`src/rtl/ys_poly_small_seq3.sv`:
```
// ys_poly_small mode-3 sequencer: streams RAM1 words, writes 3*(g[i-1]-g[i]) to RAM2.
// Optional stall input enabled by defining YS_POLY_SMALL_SEQ3_STALL_EN.
module ys_poly_small_seq3 #(
    parameter int NTRU_N = 701,
    parameter int DW     = 13,
    parameter int WORDS  = (NTRU_N + 1) / 2,
    parameter int AW     = 9
) (
    input  logic            clk,
    input  logic            rst,
    input  logic            start,
`ifdef YS_POLY_SMALL_SEQ3_STALL_EN
    input  logic            stall,
`endif
    output logic            busy,
    output logic            done,
    output logic            ram1_ena,
    output logic [AW-1:0]   ram1_addra,
    input  logic [2*DW-1:0] ram1_douta,
    output logic            ram2_wea,
    output logic [AW-1:0]   ram2_addra,
    output logic [2*DW-1:0] ram2_dina
);

    typedef enum logic [1:0] {
        S_IDLE,
        S_RUN,
        S_DRAIN,
        S_DONE
    } state_t;

    localparam logic [AW-1:0] LAST = AW'(WORDS - 1);
    localparam bit            ODD  = (NTRU_N % 2) == 1;

    state_t            r_state;
    state_t            w_next;
    logic [AW-1:0]     r_addr;
    logic              r_drain;
    logic              r_v1;
    logic [AW-1:0]     r_a1;
    logic              r_wea;
    logic [AW-1:0]     r_waddr;
    logic [2*DW-1:0]   r_wdata;
    logic [DW-1:0]     r_prev;

    logic              w_adv;
    logic [2*DW-1:0]   w_word;
    logic [DW-1:0]     w_g0;
    logic [DW-1:0]     w_g1;
    logic [DW-1:0]     w_d0;
    logic [DW-1:0]     w_d1;
    logic [DW-1:0]     w_m0;
    logic [DW-1:0]     w_m1;
    logic              w_pad;

`ifdef YS_POLY_SMALL_SEQ3_STALL_EN
    logic              r_hold_v;
    logic [2*DW-1:0]   r_dhold;

    assign w_adv = !stall;

    // The RAM keeps reading during a stall, so park the stage-1 word here.
    always_ff @(posedge clk or posedge rst) begin
        if (rst) begin
            r_hold_v <= 1'b0;
            r_dhold  <= '0;
        end else if (stall) begin
            if (!r_hold_v) begin
                r_hold_v <= 1'b1;
                r_dhold  <= ram1_douta;
            end
        end else begin
            r_hold_v <= 1'b0;
        end
    end

    assign w_word = r_hold_v ? r_dhold : ram1_douta;
`else
    assign w_adv  = 1'b1;
    assign w_word = ram1_douta;
`endif

    always_comb begin
        w_next = r_state;
        unique case (r_state)
            S_IDLE:  if (start) w_next = S_RUN;
            S_RUN:   if (r_addr == LAST) w_next = S_DRAIN;
            S_DRAIN: if (r_drain) w_next = S_DONE;
            S_DONE:  w_next = S_IDLE;
            default: w_next = S_IDLE;
        endcase
    end

    assign w_g0  = w_word[DW-1:0];
    assign w_g1  = w_word[2*DW-1:DW];
    assign w_d0  = (r_a1 == '0) ? (DW'(0) - w_g0) : (r_prev - w_g0);
    assign w_d1  = w_g0 - w_g1;
    assign w_m0  = {w_d0[DW-2:0], 1'b0} + w_d0;
    assign w_m1  = {w_d1[DW-2:0], 1'b0} + w_d1;
    assign w_pad = ODD && (r_a1 == LAST);

    always_ff @(posedge clk or posedge rst) begin
        if (rst) begin
            r_state <= S_IDLE;
            r_addr  <= '0;
            r_drain <= 1'b0;
            r_v1    <= 1'b0;
            r_a1    <= '0;
            r_wea   <= 1'b0;
            r_waddr <= '0;
            r_wdata <= '0;
            r_prev  <= '0;
        end else if (w_adv) begin
            r_state <= w_next;
            r_drain <= (r_state == S_DRAIN) && !r_drain;
            if ((r_state == S_RUN) && (w_next == S_RUN))
                r_addr <= r_addr + 1'b1;
            else
                r_addr <= '0;
            r_v1  <= (r_state == S_RUN);
            r_a1  <= r_addr;
            r_wea <= r_v1;
            if (r_v1) begin
                r_waddr <= r_a1;
                r_wdata <= {(w_pad ? DW'(0) : w_m1), w_m0};
                r_prev  <= w_g1;
            end
        end
    end

    assign busy       = (r_state == S_RUN) || (r_state == S_DRAIN);
    assign done       = (r_state == S_DONE) && w_adv;
    assign ram1_ena   = (r_state == S_RUN);
    assign ram1_addra = r_addr;
    assign ram2_wea   = r_wea && w_adv;
    assign ram2_addra = r_waddr;
    assign ram2_dina  = r_wdata;

endmodule

```
`config.mk`:
```
export PLATFORM = sky130hd
export DESIGN_NAME = ys_poly_small_seq3
export DESIGN_NICKNAME = d
export VERILOG_FILES = /design/src/rtl/ys_poly_small_seq3.sv
export SDC_FILE = /design/constraint.sdc
export NUM_CORES = 1
export LEC_CHECK = 0
export ABC_CLOCK_PERIOD_IN_PS = 4700
export CAP_MARGIN = 20
export CORE_AREA = 2 2 132 134
export CTS_BUF_LIST = sky130_fd_sc_hd__clkbuf_2 sky130_fd_sc_hd__clkbuf_4 sky130_fd_sc_hd__clkbuf_8
export DETAILED_ROUTE_END_ITERATION = 7
export DIE_AREA = 0 0 134 136
export GPL_TIMING_DRIVEN = 0
export SYNTH_ARGS = -nofsm -noshare
export SYNTH_HDL_FRONTEND = slang
export SYNTH_SLANG_ARGS = --single-unit
```
`constraint.sdc`:
```
create_clock -name clk -period 4.7 [get_ports clk]
set_clock_uncertainty 0.1 [all_clocks]
set_input_delay 0.94 -clock clk [delete_from_list [all_inputs] [get_ports clk]]
set_output_delay 0.94 -clock clk [all_outputs]
set_load 0.1 [all_outputs]
```
==> metrics.yaml, run 1 <==
delay_of_the_slowest_critical_path_stage_ns: 0.45
fillCellCount: 1684
first_pass_grt_wire_length_mm: 20.44
start_util_pct: 30.22
share_of_the_yosys_chip_area_belonging_to_registers_pct: 34.84
finalSetupViolCount: 0
dp.cells: 837
critical-path-top-delay-family: "simple AND/OR/NAND/NOR gates"
detailroute.via_count: 4226
routed_wl_mm: 12.51
dieHeight_um: 136
grt_max_degree: 72
synth_async_sr_flop_share_pct: 100.0
area_used_by_multi_input_combinational_logic_um2: 3128
clockPowerShare_pct: 17.0
timing.critical_path.from_type: "input pin"
seq_power_share_pct: 24.6
critPathSlowestCell: "clkdlybuf4s50_1"
stdcell_area_um2: 6405
rsz0062_at_grt: "no"
gr-total-overflow: 0
ctsHtreeMaxLevel: 3
post_route_setup_tns_ns: 0
final_layout_size_suffix_gt1_share_pct: 9.873
syn-mean-instance-area_um2: 9.515
dpl-instance-area_um2: 6145
clk_path_buf_depth: 2
antenna_violating_nets_left: 0
regToRegSetupSlack_ns: 0.42
max_cap_violations: 0
finalNonFillerCells: 854
critical_path_start_end_classification: "in -> reg"
grt_pass1_vias: 4306
timing.critical_path.to_type: "flop"
power_per_cell_area_nw_per_um2: 496.0
p_sw_share_pct: 50.49
synth_nets: 623
comb_power_share_pct: 58.5
outcome: "complete, no violations"
synth_enable_flop_cells: 0
grt_antenna_before_repair: 1
top_reg_cell_synth: "dfrtp_1"
mappedNetlistArea_um2: 5100
detailed_place_hpwl_mm: 9.595
cts.root.buffer_cell: "clkbuf_8"
timing.final.crit_period_ns: 4.401
global_route_usage_over_all_layers_pct: 14.20
post-route-period-util_pct: 93.63
clk-insertion-delay-late_ns: 0.37
route.detailed.vias_per_inst: 4.948
routedWlPerCell_um: 14.65
floorplan.die.width_um: 134
cp.required_ns: 4.90
fp.dieArea_um2: 18220
placementRows: 48
fin_util_pct: 37.95
postCtsSetupRepairBufs: 0
hp-class: "reg -> reg"
port_buffers: 76
synthesis.instances: 536
yosys_warnings: 0
io_pins: 77
cts_made_buffers: 9
internal-power_mw: 1.573
worstPathMaxFanout: 3
ys_types: 64
worstPathArrival_ns: 4.60
fin_nets: 710
power_leakage_nw: 2.879
ys_seq_elements: 71
slew_headroom_pct: 33.06
cts.reportedPaths.clkPinSlew_ns: 0.08
place_congestion: 0.8131
finalMaxSlewViolations: 0
crit_chain: "clkdlybuf4s50_1 -> inv_1 -> ha_1 -> inv_1 -> fa_1 -> a21o_1 -> a21oi_2 -> xnor2_1 -> ha_1 -> o21ai_0 -> nor2_1 -> nor4_1 -> nor3_2 -> a211oi_1 -> or3_1 -> xnor3_1 -> o2bb2ai_1"
detail_route.first_pass.iterations: 4
floorplan.core_area_um2: 16880
tightest_slew_ns: 1.001
register_area_um2: 1777
cts.sinks: 71
worst_ir_drop_vdd_v: 0.0002094
critical_path.n_buffers_inverters: 3
post-route-drc-count: 0
first_iter_violations: 192
cts_hold_buf: 0
max_freq_mhz: 227.2
finalHoldViolCount: 0
tritoncts: "yes"
syn2layout_area_growth_pct: 25.59
net-switching-power_mw: 1.604
## stage by stage
| stage | hold WS, ns | setup WS (ns) | power (mW) |
|---|---|---|---|
| after global placement | 0.3206 | -0.1486 | 2.602 |
| after detailed placement | 0.3249 | -0.2982 | 2.636 |
| after floorplan | 0.2905 | 0.6834 | 2.225 |
| after CTS | 0.3455 | 0.1141 | 3.195 |
| final | 0.3351 | 0.2994 | 3.177 |
| after global routing | 0.3695 | 0.01028 | 3.361 |
## Yosys cell counts (5+ instances only)
library cell | count | share of area, %
dfrtp_1 | 71 | 35
ha_1 | 54 | 13
inv_1 | 53 | 3.9
nor2_1 | 50 | 3.7
nand2_1 | 30 | 2.2
mux2_2 | 28 | 6.2
xnor2_1 | 23 | 3.9
a21oi_1 | 22 | 2.2
o21ai_0 | 17 | 1.7
nand3_1 | 16 | 1.6
nor3_1 | 13 | 1.3
xor2_1 | 13 | 2.2
and2_1 | 10 | 1.2
o2bb2ai_1 | 10 | 1.7
clkbuf_1 | 9 | 0.66
a21o_1 | 8 | 1.2
or3_1 | 7 | 0.86
o211ai_1 | 6 | 0.88
a211oi_1 | 5 | 0.74
nand2b_1 | 5 | 0.61
o21a_1 | 5 | 0.74
## metal layers
metal | track usage (%) | share of wire (%) | wire [um] | vias up
met1 | 17.83 | 46 | 5697 | 2018
met5 | 0 | 0 | 0 | -
met2 | 22.76 | 45 | 5657 | 101
met3 | 4.139 | 7.0 | 873 | 23
li1 | - | - | - | 2084
met4 | 6.147 | 2.2 | 281 | 0
## cells in the final DEF, fill, tap and decap left out, drive strengths merged, types with 3 or more instances in the layout
master	count
a211o	3
a211oi	6
a21o	8
a21oi	22
a31oi	3
and2	11
and3	4
clkbuf	19
clkdlybuf4s50	76
dfrtp	71
fa	4
ha	54
inv	57
mux2	28
nand2	30
nand2b	5
nand3	16
nor2	50
nor2b	4
nor3	13
nor3b	3
nor4	5
nor4b	3
o2111ai	3
o211ai	6
o21a	5
o21ai	19
o21bai	3
o2bb2ai	10
o31ai	4
or2	3
or3	7
or4	3
xnor2	24
xor2	13
## final timing paths
check                         startpoint       endpoint  cells past startpoint
max                        ram1_douta[0]  ram2_dina[25]                     17
min                              r_drain        r_drain                      1
max reg2reg                      r_a1[1]  ram2_dina[12]                     19
min reg2reg                      r_drain        r_drain                      1
max in group asynchronous            rst  ram2_dina[25]                      2
min in group asynchronous            rst   ram2_dina[5]                      2
## state kept, by name, summed over array words and instances (netlist names)
register,flops
ram2_dina,26
r_prev,13
r_a1,9
ram1_addra,9
ram2_addra,9
r_state,2
r_drain,1
r_v1,1
ram2_wea,1
## kinds of logic (layout without fill, tap and decap cells)
logic type | Yosys count | after routing | synth area share, %
buf+inv | 64 | 156 | 4.710
flops | 71 | 71 | 34.84
fa+ha+maj | 58 | 58 | 14.82
compound gates | 111 | 111 | 15.46
other cells | 0 | 1 | 0
mux | 29 | 29 | 6.379
xor+xnor | 39 | 39 | 7.385
simple gates | 164 | 164 | 16.41
## layout make-up
class / count / share of cell area, %
antenna: 1 / 0.03907
buffer: 11 / 0.6642
clock buffer: 10 / 2.149
clock inverter: 6 / 1.153
inverter: 53 / 3.145
multi-input combinational: 401 / 48.84
sequential: 71 / 27.74
tap: 225 / 4.395
timing repair buffer: 76 / 11.88
## what timing repair did
item / CTS / global route
endpoints found under the hold margin: 0 / 0
pin swaps: 0 / 1
cloned: 0 / 0
gates resized for setup: 1 / 9
setup endpoints to repair: 1 / 4
## power groups by stage
stage	clock network, mW	logic (mW)	registers [mW]
6_report	0.540	1.86	0.780
5_1_grt	0.581	1.98	0.795
4_1_cts	0.560	1.85	0.784
3_5_place_dp	0	1.84	0.795
3_3_place_gp	0	1.81	0.794
2_1_floorplan	0	0.689	1.54
No activity file was read; power rests on OpenSTA's default activity.
==> run 2: changes to the inputs <==
--- a/config.mk
+++ b/config.mk
@@ -5,7 +5,7 @@
 export SDC_FILE = /design/constraint.sdc
 export NUM_CORES = 1
 export LEC_CHECK = 0
-export ABC_CLOCK_PERIOD_IN_PS = 4700
+export ABC_CLOCK_PERIOD_IN_PS = 5540
 export CAP_MARGIN = 20
 export CORE_AREA = 2 2 132 134
 export CTS_BUF_LIST = sky130_fd_sc_hd__clkbuf_2 sky130_fd_sc_hd__clkbuf_4 sky130_fd_sc_hd__clkbuf_8
==> constraint.sdc (replaced) <==
create_clock -name clk -period 5.54 [get_ports clk]
set_clock_uncertainty 0.1 [all_clocks]
set_input_delay 1.108 -clock clk [delete_from_list [all_inputs] [get_ports clk]]
set_output_delay 1.108 -clock clk [all_outputs]
set_load 0.1 [all_outputs]
==> run 2 against run 1 <==
Against the previous run:
- sequential power fell by 15%
- die area did not move
- sequential cell count did not move
- first-iteration DRC count fell by 25%
- worst setup slack improved by 0.46 ns
==> metrics.yaml, run 2 (synthesis gave the netlist of run 1 again) <==
outcome: "complete, no violations"
timing.critical_path.from_type: "input pin"
fin_nets: 710  # unchanged
worst_ir_drop_vdd_v: 0.0001775  # -15%
critical_path.n_buffers_inverters: 3  # unchanged
syn2layout_area_growth_pct: 24.68
cts.sinks: 71  # unchanged
rsz0062_at_grt: "no"
fp.dieArea_um2: 18220  # unchanged
grt_pass1_vias: 4305  # -0.023%
finalSetupViolCount: 0  # unchanged
grt.met3_usage_pct: 4.139  # unchanged
routed_wl_mm: 12.49  # -0.14%
place_congestion: 0.8131  # unchanged
grt_util_met2_pct: 22.76  # unchanged
cts.reportedPaths.clkPinSlew_ns: 0.08  # about the same
tightest_slew_ns: 1.001  # +0.0003613 ns
antenna_violating_nets_left: 0  # unchanged
start_util_pct: 30.22  # unchanged
cts_hold_buf: 0  # unchanged
postCtsSetupRepairBufs: 0  # unchanged
detail_route.first_pass.iterations: 4  # unchanged
post-route-period-util_pct: 86.34
global_route_usage_over_all_layers_pct: 14.22  # +0.016 points
clk-insertion-delay-late_ns: 0.37  # about the same
dp.cells: 837  # unchanged
detailed_place_hpwl_mm: 9.595  # unchanged
post_route_setup_tns_ns: 0  # unchanged
cp.required_ns: 5.74  # +0.84 ns
route.detailed.vias_per_inst: 4.952  # about the same
first_pass_grt_wire_length_mm: 20.47  # +0.10%
timing.final.crit_period_ns: 4.783
delay_of_the_slowest_critical_path_stage_ns: 0.45  # about the same
ctsHtreeMaxLevel: 3  # unchanged
finalMaxSlewViolations: 0  # unchanged
hp-class: "reg -> reg"
slew_headroom_pct: 33.04  # about the same
most_common_cell_after_layout_fill_and_taps_aside: "clkdlybuf4s50_1"
critical_path_start_end_classification: "in -> reg"
cts_made_buffers: 9  # unchanged
port_buffers: 76  # unchanged
cts.root.buffer_cell: "clkbuf_8"
post-route-drc-count: 0  # unchanged
gr-total-overflow: 0  # unchanged
critical-path-top-delay-family: "simple AND/OR/NAND/NOR gates"
dieHeight_um: 136  # unchanged
final_layout_size_suffix_gt1_share_pct: 8.599  # -1.3 points
timing.critical_path.to_type: "flop"
top_usage_layer: "met2"
first_iter_violations: 144  # -25%
final.hold.worst_slack_ns: 0.3352  # +0.00008800 ns
mostFrequentLayoutCells: "clkdlybuf4s50_1 (76), dfrtp_1 (71), ha_1 (54)"
ctsResizeCount: 0  # -1
grt_antenna_before_repair: 1  # unchanged
io_pins: 77  # unchanged
clk_path_buf_depth: 2  # unchanged
crit_chain: "clkdlybuf4s50_1 -> inv_1 -> ha_1 -> inv_1 -> fa_1 -> a21o_1 -> a21oi_1 -> xnor2_1 -> ha_1 -> o21ai_0 -> nor2_1 -> nor4_1 -> nor3_1 -> a211oi_1 -> or3_1 -> xnor3_1 -> o2bb2ai_1"
routedWlPerCell_um: 14.63  # -0.14%
max_freq_mhz: 209.1
worstPathMaxFanout: 3  # unchanged
detailroute.via_count: 4229  # +0.071%
tritoncts: "yes"
max_cap_violations: 0  # unchanged
worstPathArrival_ns: 4.98  # +0.38 ns
power_leakage_nw: 2.870  # -0.30%
floorplan.die.width_um: 134  # unchanged
largest_register_ff_count: 26  # unchanged
floorplan.core_area_um2: 16880  # unchanged
grt_max_degree: 72  # unchanged
fillCellCount: 1688  # +0.24%
placementRows: 48  # unchanged
finalNonFillerCells: 854  # unchanged
critPathSlowestCell: "clkdlybuf4s50_1"
finalHoldViolCount: 0  # unchanged
power_per_cell_area_nw_per_um2: 421.4  # -15%
grt_met1_use_pct: 17.87  # +0.046 points
-- run 2: worst reg2reg max path: cells and delay by family, from the launching register on --
kind	cells	cell delay, ns
buffers and inverters	1	0.25
adders and majority gates	2	0.65
DFF	1	0.40
and+or+nand+nor	6	1.32
AOI/OAI and AO/OA	8	1.91
-- run 2: power by group --
group / total [mW] / switching, mW / internal, mW / leakage, nW
combinational: 1.56 / 1.07 / 0.486 / 1.92
sequential: 0.662 / 0.0482 / 0.613 / 0.837
clock: 0.459 / 0.231 / 0.227 / 0.108
-- run 2: final timing paths --
path | startpoint | to | slack, ns | depth (start not counted)
max in group asynchronous | rst | ram2_dina[25] | 3.59 | 2
min | r_drain | r_drain | 0.34 | 1
min in group asynchronous | rst | ram2_dina[5] | 1.17 | 2
max | ram1_douta[0] | ram2_dina[25] | 0.76 | 17
max reg2reg | r_a1[1] | ram2_dina[12] | 0.79 | 17
min reg2reg | r_drain | r_drain | 0.34 | 1
-- run 2: per-layer routing --
metal / part of all wire, % / wire (um)
met3: 6.7 / 841
met2: 45 / 5587
met1: 46 / 5765
met5: 0 / 0
met4: 2.4 / 299
-- run 2: through the flow --
| stage | util, % | total power [mW] | setup slack (ns) | instance area (um^2) |
|---|---|---|---|---|
| finish | 37.68 | 2.679 | 0.7567 | 6359 |
| global route | 37.66 | 2.836 | 0.3196 | 6356 |
| CTS | 37.66 | 2.708 | 0.7931 | 6356 |
| detailed placement | 36.41 | 2.237 | 0.3738 | 6145 |
| global placement | 36.40 | 2.207 | 0.5234 | 6142 |
| floorplan | - | 1.887 | 1.355 | 5100 |
-- run 2: final cells by class --
class                   count  area, um^2  share of cell area [%]
well taps                 225       281.5                   4.427
repair buffers             76       760.7                   11.96
clock buffers              10       137.6                   2.165
plain buffers              11       41.29                  0.6494
diodes                      1       2.502                 0.03935
multi-input cells         401        3083                   48.48
flip-flops and latches     71        1777                   27.94
clock inverters             6       73.82                   1.161
inverters                  53       201.4                   3.168
